===== src/rtl/cic_pkg.sv =====
// Shared constants and decimation-ratio helpers for the CIC comb/decimator block.
package cic_pkg;

    localparam int ACC_WIDTH_DEF = 28;
    localparam int OUT_WIDTH_DEF = 16;
    localparam int Q_DEF         = 3;

    localparam logic [4:0] DEC_R1  = 5'd1;
    localparam logic [4:0] DEC_R2  = 5'd2;
    localparam logic [4:0] DEC_R4  = 5'd4;
    localparam logic [4:0] DEC_R8  = 5'd8;
    localparam logic [4:0] DEC_R16 = 5'd16;

    // Illegal ratios collapse to R=1.
    function automatic logic [4:0] r_value(input logic [4:0] dec);
        case (dec)
            DEC_R2, DEC_R4, DEC_R8, DEC_R16: return dec;
            default:                         return DEC_R1;
        endcase
    endfunction

    function automatic logic [2:0] r_log2(input logic [4:0] dec);
        case (dec)
            DEC_R2:  return 3'd1;
            DEC_R4:  return 3'd2;
            DEC_R8:  return 3'd3;
            DEC_R16: return 3'd4;
            default: return 3'd0;
        endcase
    endfunction

endpackage


===== src/rtl/cic_comb_stage.sv =====
// One registered comb section, y = x - x_prev with differential delay 1.
module cic_comb_stage
    import cic_pkg::*;
#(
    parameter int WIDTH = ACC_WIDTH_DEF
) (
    input  logic                    clk,
    input  logic                    rst_n,
    input  logic                    clear,
    input  logic                    valid_in,
    input  logic signed [WIDTH-1:0] x,
    output logic                    valid_out,
    output logic signed [WIDTH-1:0] y
);

    logic signed [WIDTH-1:0] x_prev;

    always_ff @(posedge clk or negedge rst_n) begin
        if (!rst_n) begin
            valid_out <= 1'b0;
            y         <= '0;
            x_prev    <= '0;
        end else begin
            valid_out <= valid_in;
            if (valid_in)
                y <= x - x_prev;
            // A ratio change restarts the delay line; the output register still lets in-flight data drain.
            if (clear)
                x_prev <= '0;
            else if (valid_in)
                x_prev <= x;
        end
    end

endmodule


===== src/rtl/cic_comb_decim.sv =====
// CIC decimator back end: rate counter, Q comb stages, gain-normalising shift.
// Optional macro CIC_COMB_SAT_EN selects saturating instead of wrapping output reduction.
module cic_comb_decim
    import cic_pkg::*;
#(
    parameter int ACC_WIDTH = ACC_WIDTH_DEF,
    parameter int OUT_WIDTH = OUT_WIDTH_DEF,
    parameter int Q         = Q_DEF
) (
    input  logic                        clk,
    input  logic                        rst_n,
    input  logic                        valid_in,
    input  logic signed [ACC_WIDTH-1:0] comb_in,
    input  logic [4:0]                  dec_factor,
    output logic signed [OUT_WIDTH-1:0] comb_out,
    output logic                        valid_out
);

    logic [4:0] dec_reg;
    logic [4:0] count;
    logic [4:0] r_eff;
    logic       cfg_change;
    logic       strobe;
    logic [7:0] shamt;

    logic signed [ACC_WIDTH-1:0] stg_x [0:Q];
    logic                        stg_v [0:Q];
    logic signed [OUT_WIDTH-1:0] reduced;

    assign cfg_change = (dec_factor != dec_reg);
    assign r_eff      = r_value(dec_reg);
    // A valid_in landing in the ratio-change cycle is dropped; counting restarts cleanly afterwards.
    assign strobe     = valid_in && !cfg_change && (count == r_eff - 5'd1);

    always_ff @(posedge clk or negedge rst_n) begin
        if (!rst_n) begin
            dec_reg <= '0;
            count   <= '0;
        end else begin
            dec_reg <= dec_factor;
            if (cfg_change)
                count <= '0;
            else if (valid_in)
                count <= strobe ? 5'd0 : count + 5'd1;
        end
    end

    assign stg_x[0] = comb_in;
    assign stg_v[0] = strobe;

    genvar k;
    generate
        for (k = 0; k < Q; k++) begin : g_stage
            cic_comb_stage #(.WIDTH(ACC_WIDTH)) u_stage (
                .clk       (clk),
                .rst_n     (rst_n),
                .clear     (cfg_change),
                .valid_in  (stg_v[k]),
                .x         (stg_x[k]),
                .valid_out (stg_v[k+1]),
                .y         (stg_x[k+1])
            );
        end
    endgenerate

    assign shamt = 8'(Q) * 8'(r_log2(dec_reg));

`ifdef CIC_COMB_SAT_EN
    localparam logic signed [ACC_WIDTH-1:0] SAT_MAX =
        ACC_WIDTH'((64'sd1 <<< (OUT_WIDTH - 1)) - 64'sd1);
    localparam logic signed [ACC_WIDTH-1:0] SAT_MIN = ~SAT_MAX;

    logic signed [ACC_WIDTH-1:0] shifted;
    assign shifted = stg_x[Q] >>> shamt;

    always_comb begin
        reduced = shifted[OUT_WIDTH-1:0];
        if (shifted > SAT_MAX)
            reduced = SAT_MAX[OUT_WIDTH-1:0];
        else if (shifted < SAT_MIN)
            reduced = SAT_MIN[OUT_WIDTH-1:0];
    end
`else
    assign reduced = OUT_WIDTH'(stg_x[Q] >>> shamt);
`endif

    always_ff @(posedge clk or negedge rst_n) begin
        if (!rst_n) begin
            comb_out  <= '0;
            valid_out <= 1'b0;
        end else begin
            valid_out <= stg_v[Q];
            if (stg_v[Q])
                comb_out <= reduced;
        end
    end

endmodule

===== config.mk =====
export PLATFORM = sky130hd
export DESIGN_NAME = cic_comb_decim
export DESIGN_NICKNAME = d
export VERILOG_FILES = /design/src/rtl/cic_pkg.sv /design/src/rtl/cic_comb_stage.sv /design/src/rtl/cic_comb_decim.sv
export SDC_FILE = /design/constraint.sdc
export NUM_CORES = 1
export LEC_CHECK = 0
export CAP_MARGIN = 30
export CORE_AREA = 2 2 179 181
export CTS_CLUSTER_SIZE = 20
export DETAILED_ROUTE_END_ITERATION = 8
export DIE_AREA = 0 0 181 183
export SKIP_LAST_GASP = 1
export SYNTH_ARGS = -nofsm -noshare
export SYNTH_HDL_FRONTEND = slang
export SYNTH_SLANG_ARGS = --single-unit
export TNS_END_PERCENT = 50

===== constraint.sdc =====
create_clock -name clk -period 3.75 [get_ports clk]
set_clock_uncertainty 0.05 [all_clocks]
set_input_delay 0.5625 -clock clk [delete_from_list [all_inputs] [get_ports clk]]
set_output_delay 0.5625 -clock clk [all_outputs]
set_load 0.02 [all_outputs]

* Word level (Yosys, flattened, before mapping)
Index checks and enable logic that the tools add are counted.
** Cells by class
- Add/subtract/negate cells :: 5
- Multipliers :: 1
- Equal/unequal tests :: 6
- Shift operators :: 1
- Multiplexer cells :: 11
- Reduce and logical (&&, ||, !) cells :: 8
** Operators with widths (number)
- $mux 28 :: 6
- $sub 28x28->28 :: 3
- $sshr 28x5->16 :: 1
- $mux 5 :: 4
- $pmux 3 s4 :: 1
- $reduce_bool 2->1 :: 4
- $add 5x1->5 const B :: 1
- $eq 5x2->1 const B :: 1
- $eq 5x3->1 const B :: 1
- $eq 5x4->1 const B :: 1
- $eq 5x5->1 :: 1
- $eq 5x5->1 const B :: 1
- $mul 2x3->5 const A :: 1
- $ne 5x5->1 :: 1
- $sub 5x1->5 const B :: 1
- $reduce_or 4->1 :: 1
- $logic_and 1x1->1 :: 2
- $logic_not 1->1 :: 1
** Word-level totals
- Flip-flop bits (word level) :: 198
- Input port bits :: 36
- Output and inout port bits :: 17
- Word-level logic and storage cells :: 45

* Logic depth before layout (Yosys ltp)
- Depth in word-level cells :: 9
- Mapped depth :: 17
- Gate-level depth less buffers :: 12

* Hierarchy
Synthesis repeated with hierarchy kept, for this count alone.
** Unflattened totals
- Cells, all modules :: 1492
- Area total of the unflattened synthesis :: 14485.1 sq um
** Modules (own cells, without submodules)
- cic_comb_stage at g_stage[1].u_stage ... :: instances 2, cells each 402, area each 3947.5 sq um, sequential area each 1426.4 sq um
- cic_comb_stage at g_stage[0].u_stage :: instances 1, cells each 418, area each 3893.7 sq um, sequential area each 1426.4 sq um
- cic_comb_decim :: instances 1, cells each 270, area each 2696.3 sq um, sequential area each 675.6 sq um

* Worst setup path before layout
Ideal clock, no wire load.
- Kind :: register to register
- From :: register dec_reg[4]
- To :: register comb_out[15]
- Setup time :: 0.136 ns
- Data arrival time :: 3.160 ns
- Data required time :: 3.564 ns
- Path slack :: 0.404 ns
- Stages on the path, launching flop included :: 17
- Buffers on the path :: 5
- Period minus slack after synthesis :: 3.346 ns
- Cells stage by stage :: dfrtp_1 buf_2 or4_1 buf_6 inv_8 buf_6 ha_1 inv_1 fa_1 xnor2_2 buf_2 buf_2 nand2_1 nor2_1 o21bai_1 o2111ai_1 o21ai_0
** On the way
- Word-level cells in the longest chain between the ends :: 4
- Elaborated cells on any way between the ends :: 7
- Those cells by class :: mul: 1; eq/ne: 4; shift: 1; mux: 1
** Ends and longest elaborated chain
- start, declared :: RTL line cic_comb_decim.sv:19 : logic [4:0] dec_reg;
- start signal, assigned :: RTL line cic_comb_decim.sv:40 : dec_reg <= dec_factor;
- $eq 5x5->1, or another cell as far along :: RTL line cic_pkg.sv:23 : case (dec)
- $pmux 3 s4 * :: RTL line cic_pkg.sv:23
- $mul 2x3->5 * :: RTL line cic_comb_decim.sv:66 : assign shamt = 8'(Q) * 8'(r_log2(dec_reg));
- $sshr 28x5->16 * :: RTL line cic_comb_decim.sv:84 : assign reduced = OUT_WIDTH'(stg_x[Q] >>> shamt);
- end signal, assigned :: RTL line cic_comb_decim.sv:94 : comb_out <= reduced;
- end, declared :: RTL line cic_comb_decim.sv:15 : output logic signed [OUT_WIDTH-1:0] comb_out,
Every way passes the cells marked *; elsewhere a longest branch is shown, timed or not.
A chain may end at the register's enable or synchronous reset.

* Final worst setup path
- From :: register dec_reg[1]
- To :: register comb_out[2]
Same word-level chain as after synthesis.

==> impl_metrics.tcl <==
set metrics [dict create \
    dr.pass1.iters 5 \
    p_leak_uw 0.00692 \
    synth-edff-count 0 \
    nets 1672 \
    portBuffers 52 \
    synth.most_common_cell "dfrtp_1" \
    clk_path_buf_depth 2 \
    cts.sink_count 198 \
    worst_ep_required_time_ps 3990 \
    start_kind "flop" \
    cts_tree "yes" \
    cts_resized 0 \
    postCtsHoldBufs 0 \
    wire_per_inst_um 15.8 \
    hold_violations 0 \
    fp.dieW_um 181 \
    initial_utilization 0.446 \
    max_slew.worst_pin.slew_ps 866 \
    r2r_cells 10 \
    ys_seq_area_frac 0.356 \
    path_class "reg2reg" \
    dp_hpwl_mm 22.9 \
    powerDensity_nw_per_um2 590 \
    routed-via-count 10700 \
    hp-class "in2async" \
    status "complete, no violations" \
    power.ir.vdd_worst_uv 398 \
    cp-startpoint "dec_reg[1]" \
    ys_warn_count 0 \
    syn_avg_cell_area_um2 9.14 \
    diodes 0 \
    drt-total-wl_mm 31.0 \
    track_usage 0.195 \
    clkSlewWorstSetupHoldPaths_ps 80 \
    rows 65 \
    syn_nets 1649 \
    rsz0062_at_grt "false" \
    htreeDepth 4 \
    drc 0 \
    cp_data_arrival_time_ps 3530 \
    synth_cell_type_count 78 \
    cts_setup_buffers 0 \
    synth_seq_cells 198 \
    boundaryPins 53 \
    fin_setup_tns_ps 0 \
    drive_above_1_share 0.0860 \
    period_minus_slack_ps 3280 \
    syn_area_um2 13900 \
    drt-met1-wl_mm 15.0 \
    core_um2 31200 \
    die_h_um 183 \
    slew-limit-headroom 0.422 \
    setup_viol 0 \
    r2r-start "dec_reg[1]" \
    reg.largest.list "g_stage.u_stage.x_prev (84), g_stage.u_stage.y (84), comb_out (16)" \
    grt_max_degree 83 \
    final_util 0.495 \
    cp_max_fo 27 \
    dieArea_um2 33100 \
    r2r_slack_ps 470 \
    area_delta_synth_final_pct 11.1 \
    synthCells 1523 \
    synthDominantCellAreaShare 0.356 \
    cap_violations 0 \
    grt-ovfl-total 0 \
    grt_antenna_before_repair 0 \
    drt_iter0_drc 640 \
    yosysTopAreaCell "dfrtp_1" \
    post-route-period-util 0.875 \
    synthTopCellsByCount "dfrtp_1 (198), nand2_1 (155), nor2_1 (134)" \
    drtAntennaViolNets 0 \
    cts_made_buffers 17 \
    dr_wl_met2_mm 15.0 \
    async_reset_ff_frac 1.00 \
    rr_endpoint "comb_out[2]" \
    synth-main-ff-cell "dfrtp_1" \
    ys_top_cells_by_area "dfrtp_1 (36%), ha_1 (7.7%), mux2i_1 (6.5%)" \
    grt_first_pass_wirelength_mm 53.2 \
    vias_per_cell 5.48 \
    wl_met3_um 719 \
    grt_pass1_vias 10600 \
    clk_latency_ps 450 \
    clock.fmax_mhz 305 \
    endpoint_kind "flop" \
    top_layer "met4" \
    place_congestion 0.858 \
    cts-root-buf "clkbuf_16" \
    report.final.slew_viol_count 0 \
]
## worst max path at each step
stage	endpoint	slack (ps)	depth (start not counted)
finish	comb_out[2]	470	10
CTS	comb_out[3]	450	13
detailed placement	g_stage[0].u_stage.y[26]	190	11
floorplan	comb_out[15]	400	16
global route	g_stage[0].u_stage.y[27]	130	13
global placement	g_stage[0].u_stage.y[26]	230	11
## per-layer routing
layer | up-vias | global-route usage
met5 | - | 0
met4 | 0 | 0.0468
met3 | 16 | 0.0248
met2 | 132 | 0.334
met1 | 5150 | 0.265
li1 | 5450 | -
## layout by cell type (no fill, tap or decap), types with 8 or more instances in the layout
cell type        netlist  final
nor2_1               134    134
clkdlybuf4s50_1        0     51
buf_4                  4     27
nand2_1              155    155
mux2_2                41     41
mux2i_1               90     90
nor3_1                15     15
dfrtp_1              198    196
nand4_1                8      8
o21a_1                15     15
a21oi_1              114    113
a21o_1                38     38
xnor2_1               47     47
and2_1                 9      9
xor2_1                26     26
and3_1                 8      8
o21ai_0               86     86
a211oi_1              23     23
nor2b_1                9      9
clkbuf_16              0     17
inv_1                107    107
o211ai_1              14     14
mux4_2                 9      9
o21bai_1              13     13
nand3_1               50     50
a31oi_1               12     12
mux4_1                16     16
nand2b_1              18     18
ha_1                  86     86
## power breakdown
group / leakage [µW] / switching [µW] / internal (µW) / total [µW]
combinational: 0.00396 / 2390 / 2070 / 4460
sequential: 0.00269 / 370 / 2490 / 2860
clock: 0.000271 / 894 / 905 / 1800
## kinds of logic after synthesis
group | Yosys count | synth area share
buffers and inverters | 189 | 0.0572
and+or+nand+nor | 443 | 0.144
AOI/OAI and AO/OA | 372 | 0.169
muxes | 156 | 0.143
adders and majority gates | 91 | 0.0838
DFF | 198 | 0.356
xor gates and xnor gates | 74 | 0.0471
## worst max-delay path: stages (launching register included)
cell and delay [ps]:
dfrtp_1 400, xnor2_1 120, or4_1 610, inv_8 100, buf_4 380, mux4_1 710
nor2b_1 180, a211oi_1 210, a211oi_1 80, a21oi_1 180, a21oi_1 90
## metrics by stage
| step | instances | worst slack (ps) | hold slack [ps] | power, µW | instance area (µm²) |
|---|---|---|---|---|---|
| floorplan | 1523 | 404 | 217 | 6180 | 13900 |
| global placement | 1929 | 234 | 421 | 7320 | 14900 |
| detailed placement | 1929 | 192 | 423 | 7350 | 14900 |
| CTS | 1961 | 453 | 66.4 | 9200 | 15500 |
| global route | 1961 | 126 | 75.0 | 9850 | 15500 |
| finish | 1961 | 470 | 36.2 | 9120 | 15500 |
## final cells by class
cell class	instances	area (µm²)
clock buffer	19	453
clock inverter	13	111
fill	3052	15800
inverter	109	417
multi-input combinational	1136	8190
sequential	198	4960
tap	402	503
timing repair buffer	84	827
Note: power is estimated with default switching activity, not from simulation.
